==> config.mk <==
export PLATFORM = sky130hd
export DESIGN_NAME = writeback_stage_flat
export DESIGN_NICKNAME = d
export VERILOG_FILES = /design/src/rtl/writeback_if.sv /design/src/rtl/writeback_stage.sv /design/src/flat_wrapper.sv
export SDC_FILE = /design/constraint.sdc
export NUM_CORES = 1
export LEC_CHECK = 0
export ABC_CLOCK_PERIOD_IN_PS = 3100
export CORE_MARGIN = 2
export CORE_UTILIZATION = 30
export CTS_BUF_LIST = sky130_fd_sc_hd__clkbuf_4
export CTS_CLUSTER_DIAMETER = 40
export CTS_CLUSTER_SIZE = 14
export DETAILED_ROUTE_END_ITERATION = 10
export GPL_ROUTABILITY_DRIVEN = 1
export PLACE_DENSITY_LB_ADDON = 0.15
export SLEW_MARGIN = 30
export SYNTH_ARGS = -nofsm -noshare
export SYNTH_HDL_FRONTEND = slang
export SYNTH_SLANG_ARGS = --single-unit
==> constraint.sdc <==
create_clock -name clk -period 3.1 [get_ports clk]
set_clock_uncertainty 0.2 [all_clocks]
set_input_delay 0.62 -clock clk [delete_from_list [all_inputs] [get_ports clk]]
set_output_delay 0.62 -clock clk [all_outputs]
set_load 0.005 [all_outputs]
==> src/rtl/writeback_if.sv <==
// Bundle of decode-issue, ALU/load result handshakes and register-file write port
// seen by the writeback stage.
interface writeback_if #(
  parameter int XLEN = 32
);
  logic            issue_valid;
  logic [4:0]      issue_rd;
  logic [4:0]      issue_rs1;
  logic [4:0]      issue_rs2;
  logic            stall;

  logic            alu_valid;
  logic            alu_ready;
  logic [4:0]      alu_rd;
  logic [XLEN-1:0] alu_data;

  logic            ld_valid;
  logic            ld_ready;
  logic [4:0]      ld_rd;
  logic [XLEN-1:0] ld_data;

  logic            rf_wen;
  logic [4:0]      rf_rd;
  logic [XLEN-1:0] rf_din;

  modport slave (
    input  issue_valid, issue_rd, issue_rs1, issue_rs2,
    output stall,
    input  alu_valid, alu_rd, alu_data,
    output alu_ready,
    input  ld_valid, ld_rd, ld_data,
    output ld_ready,
    output rf_wen, rf_rd, rf_din
  );

  modport master (
    output issue_valid, issue_rd, issue_rs1, issue_rs2,
    input  stall,
    output alu_valid, alu_rd, alu_data,
    input  alu_ready,
    output ld_valid, ld_rd, ld_data,
    input  ld_ready,
    input  rf_wen, rf_rd, rf_din
  );
endinterface

==> src/rtl/writeback_stage.sv <==
// Writeback stage: arbitrates ALU and load results onto one registered register-file
// write port, holds a losing load for one entry, and tracks busy registers for decode.
module writeback_stage #(
  parameter int XLEN       = 32,
  parameter int STARVE_MAX = 2
) (
  input logic        clk,
  input logic        rst,
  writeback_if.slave wb
);

  localparam logic [2:0] STARVE_LIM = 3'(STARVE_MAX);

  logic [31:0]     busy_q, busy_d;
  logic            hold_full_q, hold_full_d;
  logic [4:0]      hold_rd_q, hold_rd_d;
  logic [XLEN-1:0] hold_data_q, hold_data_d;
  logic [2:0]      starve_q, starve_d;
  logic            rf_wen_q, rf_wen_d;
  logic [4:0]      rf_rd_q, rf_rd_d;
  logic [XLEN-1:0] rf_din_q, rf_din_d;

  logic alu_hs;
  logic ld_hs;
  logic issue_go;
  logic hold_starved;

  assign hold_starved = hold_full_q & (starve_q == STARVE_LIM);
  assign wb.ld_ready  = ~hold_full_q & ~rst;
  assign wb.alu_ready = ~rst & ~hold_starved;
  assign wb.stall     = wb.issue_valid &
                        (busy_q[wb.issue_rs1] | busy_q[wb.issue_rs2] | busy_q[wb.issue_rd]);

  assign alu_hs   = wb.alu_valid & wb.alu_ready;
  assign ld_hs    = wb.ld_valid & wb.ld_ready;
  assign issue_go = wb.issue_valid & ~wb.stall & (wb.issue_rd != 5'd0);

  assign wb.rf_wen = rf_wen_q;
  assign wb.rf_rd  = rf_rd_q;
  assign wb.rf_din = rf_din_q;

  always_comb begin
    rf_wen_d    = 1'b0;
    rf_rd_d     = rf_rd_q;
    rf_din_d    = rf_din_q;
    hold_full_d = hold_full_q;
    hold_rd_d   = hold_rd_q;
    hold_data_d = hold_data_q;
    starve_d    = starve_q;
    busy_d      = busy_q;

    // Priority: ALU, then held load, then a direct load.
    if (alu_hs) begin
      rf_rd_d  = wb.alu_rd;
      rf_din_d = wb.alu_data;
      rf_wen_d = (wb.alu_rd != 5'd0);
      if (ld_hs) begin
        hold_full_d = 1'b1;
        hold_rd_d   = wb.ld_rd;
        hold_data_d = wb.ld_data;
      end
      if (hold_full_q && (starve_q < STARVE_LIM)) begin
        starve_d = starve_q + 3'd1;
      end
    end else if (hold_full_q) begin
      rf_rd_d     = hold_rd_q;
      rf_din_d    = hold_data_q;
      rf_wen_d    = (hold_rd_q != 5'd0);
      hold_full_d = 1'b0;
      starve_d    = 3'd0;
    end else if (ld_hs) begin
      rf_rd_d  = wb.ld_rd;
      rf_din_d = wb.ld_data;
      rf_wen_d = (wb.ld_rd != 5'd0);
    end

    // Clear on the register-file write edge; a same-edge issue re-sets the bit.
    if (rf_wen_q) begin
      busy_d[rf_rd_q] = 1'b0;
    end
    if (issue_go) begin
      busy_d[wb.issue_rd] = 1'b1;
    end
    busy_d[0] = 1'b0;
  end

  always_ff @(posedge clk) begin
    if (rst) begin
      busy_q      <= '0;
      hold_full_q <= 1'b0;
      starve_q    <= 3'd0;
      rf_wen_q    <= 1'b0;
      rf_rd_q     <= 5'd0;
      rf_din_q    <= '0;
    end else begin
      busy_q      <= busy_d;
      hold_full_q <= hold_full_d;
      starve_q    <= starve_d;
      rf_wen_q    <= rf_wen_d;
      rf_rd_q     <= rf_rd_d;
      rf_din_q    <= rf_din_d;
    end
  end

  always_ff @(posedge clk) begin
    hold_rd_q   <= hold_rd_d;
    hold_data_q <= hold_data_d;
  end

endmodule

==> src/flat_wrapper.sv <==
// flat-port wrapper written by rule: the top's interface ports become plain ports
module writeback_stage_flat 
#(
  parameter int XLEN       = 32,
  parameter int STARVE_MAX = 2
)
  (clk, rst, wb_issue_valid, wb_issue_rd, wb_issue_rs1, wb_issue_rs2, wb_stall, wb_alu_valid, wb_alu_rd, wb_alu_data, wb_alu_ready, wb_ld_valid, wb_ld_rd, wb_ld_data, wb_ld_ready, wb_rf_wen, wb_rf_rd, wb_rf_din);
  writeback_if #(.XLEN(XLEN)) wb_i ();
  input logic clk;
  input logic rst;
  input wire logic [$bits(wb_i.issue_valid)-1:0] wb_issue_valid;
  input wire logic [$bits(wb_i.issue_rd)-1:0] wb_issue_rd;
  input wire logic [$bits(wb_i.issue_rs1)-1:0] wb_issue_rs1;
  input wire logic [$bits(wb_i.issue_rs2)-1:0] wb_issue_rs2;
  output wire logic [$bits(wb_i.stall)-1:0] wb_stall;
  input wire logic [$bits(wb_i.alu_valid)-1:0] wb_alu_valid;
  input wire logic [$bits(wb_i.alu_rd)-1:0] wb_alu_rd;
  input wire logic [$bits(wb_i.alu_data)-1:0] wb_alu_data;
  output wire logic [$bits(wb_i.alu_ready)-1:0] wb_alu_ready;
  input wire logic [$bits(wb_i.ld_valid)-1:0] wb_ld_valid;
  input wire logic [$bits(wb_i.ld_rd)-1:0] wb_ld_rd;
  input wire logic [$bits(wb_i.ld_data)-1:0] wb_ld_data;
  output wire logic [$bits(wb_i.ld_ready)-1:0] wb_ld_ready;
  output wire logic [$bits(wb_i.rf_wen)-1:0] wb_rf_wen;
  output wire logic [$bits(wb_i.rf_rd)-1:0] wb_rf_rd;
  output wire logic [$bits(wb_i.rf_din)-1:0] wb_rf_din;
  assign wb_i.issue_valid = wb_issue_valid;
  assign wb_i.issue_rd = wb_issue_rd;
  assign wb_i.issue_rs1 = wb_issue_rs1;
  assign wb_i.issue_rs2 = wb_issue_rs2;
  assign wb_stall = wb_i.stall;
  assign wb_i.alu_valid = wb_alu_valid;
  assign wb_i.alu_rd = wb_alu_rd;
  assign wb_i.alu_data = wb_alu_data;
  assign wb_alu_ready = wb_i.alu_ready;
  assign wb_i.ld_valid = wb_ld_valid;
  assign wb_i.ld_rd = wb_ld_rd;
  assign wb_i.ld_data = wb_ld_data;
  assign wb_ld_ready = wb_i.ld_ready;
  assign wb_rf_wen = wb_i.rf_wen;
  assign wb_rf_rd = wb_i.rf_rd;
  assign wb_rf_din = wb_i.rf_din;
  writeback_stage #(.XLEN(XLEN), .STARVE_MAX(STARVE_MAX)) u_core (.clk(clk), .rst(rst), .wb(wb_i));
endmodule
After elaboration in Yosys (flattened, before gate mapping) --
Cells that the tools add are included.
Operators by class: add/subtract/negate cells 1, $mul 0, div/mod/pow operators 0, $lt $le $gt $ge 7, equal/unequal tests 2, shift-type cells 0, mux-type cells 24, bitwise gates (word level) 18, reductions and logical operators 12
Operators by type and width (count):
- $mux W32 | 5
- $and A32 B32 Y32 | 1
- $not A32 Y32 | 1
- $or A32 B32 Y32 | 1
- $lt A5 B6 Y1 const B | 4
- $reduce_bool A5 Y1 | 4
- $bmux W1 S5 | 3
- $mux W5 | 3
- $demux W1 S5 | 2
- $ge A5 B1 Y1 const B | 2
- $mux W3 | 3
- $and A1 B1 Y1 | 8
- $mux W1 | 8
- $not A1 Y1 | 5
- $reduce_and A2 Y1 | 2
- $add A3 B1 Y3 const B | 1
- $eq A3 B2 Y1 const B | 1
- $logic_and A1 B1 Y1 | 3
- $lt A3 B2 Y1 const B | 1
- $reduce_bool A3 Y1 | 1
- $ne A2 B2 Y1 const B | 1
- $or A1 B1 Y1 | 2
- $reduce_bool A2 Y1 | 1
- $reduce_or A2 Y1 | 1
Storage, ports and cells: register bits 111, latch bits 0, bits in writable memories 0, ROM bits 0, input port bits 94, output and inout bits 41, word-level logic and storage cells 73, memories 0

Longest topological paths before layout --
Gate-level depths: netlist of run 1.
word-level depth 9, mapped depth 10

Least setup slack after synthesis of run 1 --
Ideal clock, no wire load.
path type input to output, start point input port wb_issue_rs2[0], end point output port wb_stall, arrival 2.502 ns, required time 2.280 ns, setup slack -0.222 ns, stages 10, path buffers 3, cell sequence clkbuf_1 -> mux4_2 -> inv_1 -> a2111oi_0 -> a21oi_1 -> o21ai_0 -> or3_1 -> buf_6 -> buf_2 -> and2_1
Between the ends: word-level cells in the longest chain between the ends 5
RTL lines:
- start, declared | line flat_wrapper.sv:14 | input wire logic [$bits(wb_i.issue_rs2)-1:0] wb_issue_rs2;
- $bmux W1 S5 | line writeback_stage.sv:32 | (busy_q[wb.issue_rs1] | busy_q[wb.issue_rs2] | busy_q[wb.issue_rd]);
- $mux W1 (not written as such) | line writeback_stage.sv:32
- $or A1 B1 Y1 (2 in a row) | line writeback_stage.sv:32
- $and A1 B1 Y1 | line writeback_stage.sv:31 | assign wb.stall = wb.issue_valid &
- end, declared | line flat_wrapper.sv:15 | output wire logic [$bits(wb_i.stall)-1:0] wb_stall;
Every way passes these cells. The select of a mux whose other input is x is not followed.

Final worst setup path of run 1 --
start point register u_core.busy_q[18], end point output port wb_stall
Between the ends: word-level cells in the longest chain between the ends 5
RTL lines:
- start, declared | line writeback_stage.sv:14 | logic [31:0] busy_q, busy_d;
- start signal, assigned | line writeback_stage.sv:96 | busy_q <= busy_d;
- $bmux W1 S5 | line writeback_stage.sv:32
- $mux W1 (not written as such) | line writeback_stage.sv:32
- $or A1 B1 Y1 | line writeback_stage.sv:32
- $or A1 B1 Y1 (*) | line writeback_stage.sv:32
- $and A1 B1 Y1 (*) | line writeback_stage.sv:31
Every way passes the cells marked *; elsewhere a longest branch is shown, timed or not. The select of a mux whose other input is x is not followed.

==> impl_results.md, run 1 <==
* Outcome: complete, but fails checks
* Failing checks: negative setup slack
* CTS tree: done
* Cell depth of the worst setup path at 7
* Worst VDD drop at 0.0002066 V
* Antenna violations before repair at 0
* RSZ-0062 raised after global routing: yes
* Fmax at 303.3 MHz
* Worst Hold Launch: u_core.busy_q[6]
* Met2 WL post-DR at approximately 9000 microns
* Layout cells sized above 1 at 17.45%
* Power per Cell Area at 370.4 nW/um^2
* Buf/Inv on CP at 1
* Crit-path cells: mux4_2 -> o211a_1 -> nor3_2 -> nand4b_1 -> or3_4 -> and2_4 -> buf_6
* Vias in the first global route at 5462
* CTS Root Cell: clkbuf_4
* Antenna-violating nets left at 0
* WL met3 at 1227 microns
* Worst R2R Path Depth at 7
* Yosys Warn Count at 0
* Placed cell count at around 1.0k
* IO Port Bufs at 134
* Max_cap viols at 0
* Most frequent cells in the layout: nand2_1, clkdlybuf4s50_1, dfxtp_1
* Chip width at 143.7 microns
* CTS buffer count at 9
* R2R Path Start: u_core.busy_q[18]
* Area Growth Syn to Fin at 39.76%
* Top Ports at approximately 140
* CP required at 2.28 ns
* Sequential cell area at roughly 2600 sq um
* Sequential share of the synthesized area at a little over two fifths
* GRT Overall Usage at 18.83%
* Yosys cell types at 50
* Final setup viols at 1
* Synth Net Count at 728
* CORE AREA at roughly 19000 sq um
* Hold Path Class: reg -> reg
* Critical path's top delay family: simple AND/OR/NAND/NOR gates
* Least-Margin Pin Slew at 0.5336 ns
* Top sig layer: met4
* Site row count at between 50 and 60
* Die Footprint at 20660 sq um
* DR pass1 iterations at 5
* Drt total wl at 19240 microns
* Clock transition at path regs at 0.16 ns
* Clk Latency, worst-skew pair at roughly 0.48 ns
* Final worst path period need at 3.297 ns
* R2R Path End: u_core.busy_q[5]
* Setup WS post-layout at -0.1970 ns
* Met1 WL at 8735 microns
* Layout Cells excl Fill at between 1k and 1.5k
* Clk sink count at 110
* DP HPWL at 13830 microns
* Inserted Diodes at 0
* Placer Congestion at 0.9209
* Final Hold Viols at 0
* # DRC at 0
* Hold EP: u_core.busy_q[6]
* Post-CTS Hold Buffers at 0
* Critical Path Fanout Max at 2
* Worst slew margin at 64.38%
* CP max stage delay at 0.47 ns
* Pleak at 2.884 nW
* Crit path kind: reg -> out
* CP max stage cell: mux4_2
* Starting Density at 30.29%
* Crit share post-route at 106.4%
* First-pass GRT wire length at about 30000 microns
* Initial DRC count at approximately 330
* CP arrival at ~2.5 ns
* Fillers at roughly 1.9k
* CTS HTree Levels at 3
* Placed Area at 7850 sq um
* Flops & latches, synth at 110
* Synth Instances at 632
* Element type at the critical path start: flip-flop
* Synthesized area at just under 6000 sq um
* Slew Limit Fails at 0
* Multi-input gate area in the final layout at 3097 sq um
* Crit end category: primary output
* Largest net degree at the start of global routing at 42
* DR vias at 5530
* Vias per inst at 5.154
* WHS Path Cells at 2
* Grt total ovfl at 0
* Post-route cell area at 8185 sq um
* Nets@finish at 899
* Chip Height at 143.7 microns
* Most common cell after layout, fill and taps aside: nand2_1
* Clock tree buffer depth at 2
* Post-DR wirelength/cell at around 18 microns
* Syn_area_per_cell at 9.267 sq um
* Flop2flop setup slack at 0.43 ns
-- timing repair --
item,4_1_cts,5_1_grt
resized for setup,46,9
gates cloned,2,0
setup buffers,10,0
endpoints found under the setup margin,1,1
pin swaps,8,8
-- worst reg2reg max path: stages (launching register included) --
cell and delay (ns):
dfxtp_1 0.38, mux4_2 0.47, o211a_1 0.24, nor3_2 0.11, nand4b_1 0.14, or3_4 0.39, buf_4 0.24, o41ai_1 0.41
-- stage by stage --
step | util [%] | power (mW) | worst slack, ns | TNS, ns | hold WS (ns)
floorplan | - | 1.884 | -0.03280 | -0.03280 | 0.2631
global placement | 40.60 | 2.212 | -0.8720 | -9.201 | 0.2867
detailed placement | 40.60 | 2.217 | -0.9086 | -10.56 | 0.3203
CTS | 42.28 | 3.054 | -0.2461 | -0.2461 | 0.3400
global route | 42.33 | 3.165 | -0.2900 | -0.2900 | 0.3657
finish | 42.33 | 3.032 | -0.1970 | -0.1970 | 0.3476
-- report_power, final --
part | switching (mW) | internal (mW)
clock | 0.488 | 0.333
sequential | 0.0452 | 1.54
combinational | 0.286 | 0.339
total | 0.819 | 2.21
-- how the worst max path moves through the flow --
stage	start	end
after detailed placement	wb_issue_rs2[1]	wb_stall
after global routing	u_core.busy_q[22]	wb_stall
after global placement	wb_issue_rs2[1]	wb_stall
after CTS	u_core.busy_q[16]	wb_stall
final	u_core.busy_q[18]	wb_stall
after floorplan	wb_issue_rs2[1]	wb_stall
-- synthesized netlist by cell type (all sizes together) --
library cell / n / area share (%)
nand2: 137 / 8.8
dfxtp: 73 / 25
mux2i: 57 / 9.7
o21ai: 46 / 3.9
a21oi: 44 / 3.8
clkbuf: 38 / 2.4
edfxtp: 37 / 19
nand3: 21 / 1.8
o211ai: 15 / 1.9
nor2: 13 / 0.83
buf: 12 / 1.3
o31ai: 12 / 1.5
nor3b: 11 / 1.4
o41ai: 11 / 2.5
mux4: 10 / 3.8
nand3b: 9 / 1.2
nand2b: 7 / 0.75
a32o: 6 / 1.0
mux2: 6 / 1.2
nand4b: 6 / 0.90
inv: 5 / 0.32
nor2b: 5 / 0.53
nor4b: 5 / 0.75
nand4: 4 / 0.43
nor4: 4 / 0.43
or2: 4 / 0.43
or3: 4 / 0.43
a31oi: 3 / 0.32
and3: 3 / 0.32
nor3: 3 / 0.26
or4: 3 / 0.38
a2111oi: 2 / 0.30
a311oi: 2 / 0.30
and2: 2 / 0.21
ha: 2 / 0.43
o21bai: 2 / 0.26
a221oi: 1 / 0.15
o2111ai: 1 / 0.15
o211a: 1 / 0.17
o311a: 1 / 0.17
o32a: 1 / 0.17
o32ai: 1 / 0.15
or3b: 1 / 0.15
xnor2: 1 / 0.15
-- kinds of logic (layout without fill, tap and decap cells) --
kind of cell,count (synthesis),count (layout),share of synthesized area (%)
XOR/XNOR,1,1,0.1496
buffers and inverters,55,231,4.037
multiplexers,73,73,14.74
flip-flops,110,110,43.92
AO/OA/AOI/OAI,149,149,16.79
AND/OR/NAND/NOR,242,242,19.93
adder cells (fa/ha/maj),2,2,0.4272
-- sequential cells by signal, summed over array words and instances (netlist names) --
signal and cells:
u_core.wb.rf_din 32, u_core.hold_full_q 1, u_core.hold_rd_q 5, u_core.starve_q 3, u_core.hold_data_q 32, u_core.wb.rf_wen 1, u_core.wb.rf_rd 5, u_core.busy_q 31
-- cell type report --
class	instances	share of cell area, %
Timing Repair Buffer	210	24.41
Multi-Input combinational cell	467	37.83
Inverter	5	0.2293
Tap cell	265	4.051
Sequential cell	110	31.50
Clock buffer	10	0.9172
Clock inverter	6	1.055
-- per-layer routing --
metal  vias to the layer above  GRT usage (%)
li1                       2666              -
met1                      2651          24.73
met2                       185          30.53
met3                        28          4.199
met4                         0          6.605
met5                         -              0
Power figures use the tool's default switching activity.
==> run 2: changes to the inputs <==
--- a/config.mk
+++ b/config.mk
@@ -12,6 +12,7 @@
 export CTS_CLUSTER_DIAMETER = 40
 export CTS_CLUSTER_SIZE = 14
 export DETAILED_ROUTE_END_ITERATION = 10
+export DONT_BUFFER_PORTS = 1
 export GPL_ROUTABILITY_DRIVEN = 1
 export PLACE_DENSITY_LB_ADDON = 0.15
 export SLEW_MARGIN = 30
==> run 2 against run 1 <==
Effect of this change:
- the flow still finishes with violations (negative setup slack)
- cell count down 14%
- clock power is 16% lower
- largest cell class unchanged
- largest power group unchanged
- combinational power shrank 42%
- first-iteration DRC count is 19% lower
- sequential cell count unchanged
- critical path type unchanged
- cell area fell by 17%
==> impl_results.md, run 2 (synthesis gave the netlist of run 1 again) <==
* RSZ-0062 raised after global routing: yes
* Comb pwr share at between 10% and 20%
* Largest net degree at the start of global routing at 45
* First-pass GRT wire length at 28270 microns
* Grt total ovfl at 0
* Drt total wl at between 15000 and 20000 microns
* Area Growth Syn to Fin at 15.96%
* CTS buffer count at 9
* Outcome: complete, but fails checks
* Clock Power Share at 26.0%
* Pre-CTS setup slack at 0.1183 ns
* Antenna-violating nets left at 0
* Least-Margin Pin Slew at 0.5588 ns
* DP HPWL at 12150 microns
* Clock transition at path regs at around 0.18 ns
* Starting Density at 30.29%
* Worst VDD drop at 0.0002259 V
* CTS Root Cell: clkbuf_4
* Initial DRC count at 270
* Post-DR wirelength/cell at 19.06 microns
* Most common cell after layout, fill and taps aside: nand2_1
* R2R Path End: u_core.busy_q[11]
* Chip width at 143.7 microns
* DR vias at about 5.0k
* Register share of total power at 60.3%
* Fmax at 309.4 MHz
* Die Footprint at 20660 sq um
* CTS tree: done
* Flop2flop setup slack at 0.38 ns
* Power Total at 2.646 mW
* Int Pwr at 1.887 mW
* Chip Height at 143.7 microns
* Final setup viols at 1
* CP max stage delay at 0.47 ns
* Max_cap viols at 0
* Layout cells sized above 1 at 10.41%
* Placer Congestion at 0.8764
* CORE AREA at 19330 sq um
* Clk Latency, worst-skew pair at approximately 0.5 ns
* Crit path kind: reg -> out
* Crit share post-route at 104.3%
* Site row count at 51
* Hold EP: u_core.wb.rf_rd[0]
* WHS Path Cells at 2
* Worst Hold Launch: wb_alu_rd[0]
* Final Hold Viols at 0
* Slew Limit Fails at 0
* CTS HTree Levels at 3
* Failing checks: negative setup slack
* Pleak at 2.240 nW
* CP required at 2.28 ns
* Nets@finish at 754
* Most frequent cells in the layout: nand2_1, dfxtp_1, mux2i_1
* Switching Share at 28.67%
* Power per Cell Area at 389.6 nW/um^2
* Inserted Diodes at 0
* GRT Overall Usage at 17.50%
* DR pass1 iterations at 7
* Vias in the first global route at 5149
* Top Ports at roughly 140
* Final worst path period need at 3.232 ns
* Crit end category: primary output
* Crit-path cells: mux4_2 -> o211a_1 -> nor3_2 -> nand4b_1 -> or3_4 -> and2_4
* # DRC at 0
* Clock tree buffer depth at 2
* Worst R2R Path Depth at 7
* Clk sink count at 110
* NetSw at between 0.7 and 0.8 mW
* Antenna violations before repair at 0
* CP arrival at 2.41 ns
* Worst slew margin at 62.75%
* IO Port Bufs at 0
* R2R Path Start: u_core.busy_q[20]
* Critical Path Fanout Max at 3
* CP max stage cell: mux4_2
* Element type at the critical path start: flip-flop
* Hold Path Class: in -> reg
* Vias per inst at 5.344
* Setup WS post-layout at -0.1322 ns
[run 2: cell count changes in the layout (fill, tap and decap cells not counted), moves of 3 or more]
cell / change
clkdlybuf4s50_1: -121
buf_4: -54
dlygate4sd3_1: +52
buf_6: -8
dlygate4sd2_1: -6
buf_2: -4
dfxtp_1: -3
inv_6: +3
[run 2: repair_timing]
item	CTS	global route
hold buffers	52	1
endpoints found under the hold margin	74	1
endpoints found under the setup margin	1	1
pin swaps	1	0
buffers inserted	1	0
gates resized for setup	10	0
[run 2: worst max-delay path by stage]
| stage | startpoint | slack (ns) | cells past startpoint | endpoint |
|---|---|---|---|---|
| 4_1_cts | u_core.busy_q[29] | -0.14 | 6 | wb_stall |
| 3_3_place_gp | wb_issue_rs2[1] | 0.14 | 6 | wb_stall |
| 2_1_floorplan | wb_issue_rs2[1] | -0.03 | 8 | wb_stall |
| 6_report | u_core.busy_q[20] | -0.13 | 6 | wb_stall |
| 5_1_grt | u_core.busy_q[20] | -0.26 | 6 | wb_stall |
| 3_5_place_dp | wb_issue_rs2[1] | 0.12 | 6 | wb_stall |
[run 2: stage by stage]
stage | std cells | utilization, % | instance area (sq um) | setup TNS (ns) | hold WS, ns
3_3_place_gp | 858 | 31.50 | 6091 | 0 | 0.2797
6_report | 928 | 35.13 | 6792 | -0.1322 | 0.04148
5_1_grt | 928 | 35.13 | 6792 | -0.2643 | -0.008734
2_1_floorplan | 632 | - | 5896 | -0.03280 | 0.2631
3_5_place_dp | 858 | 31.50 | 6091 | 0 | 0.3097
4_1_cts | 927 | 35.03 | 6773 | -0.1434 | 0.0007669
[run 2: worst max-delay path, delay by kind of cell, from the launching register on]
kind / cells / cell delay, ns
flip-flops: 1 / 0.40
AO/OA/AOI/OAI: 1 / 0.25
AND/OR/NAND/NOR: 4 / 0.80
multiplexers: 1 / 0.47
[run 2: final cells by class]
| type | count | area (sq um) |
|---|---|---|
| Sequential cell | 110 | 2585 |
| Timing Repair Buffer | 65 | 655.6 |
| Fill cell | 2026 | 12540 |
| Multi-Input combinational cell | 467 | 3078 |
| Tap cell | 265 | 331.6 |
| Clock buffer | 9 | 67.56 |
| Inverter | 5 | 18.77 |
| Clock inverter | 7 | 55.05 |
[run 2: metal layers]
metal  GRT usage [%]  share of wire [%]  vias to the layer above
li1                -                  -                     2386
met1           22.36                 44                     2413
met2           28.72                 47                      144
met3           5.365                7.6                       16
met4           4.696                1.2                        0
met5               0                  0                        -
[run 2: power by group through the flow]
stage	clock, mW	sequential, mW	combinational (mW)
final	0.689	1.60	0.361
after global routing	0.774	1.60	0.400
after CTS	0.720	1.60	0.360
after detailed placement	0	1.63	0.292
after global placement	0	1.63	0.288
after floorplan	0	1.60	0.282
==> run 3: changes to the inputs <==
--- a/config.mk
+++ b/config.mk
@@ -5,7 +5,6 @@
 export SDC_FILE = /design/constraint.sdc
 export NUM_CORES = 1
 export LEC_CHECK = 0
-export ABC_CLOCK_PERIOD_IN_PS = 3100
 export CORE_MARGIN = 2
 export CORE_UTILIZATION = 30
 export CTS_BUF_LIST = sky130_fd_sc_hd__clkbuf_4
==> results of run 3 <==
The final DEF is identical to that of run 2; final timing and power are the same.
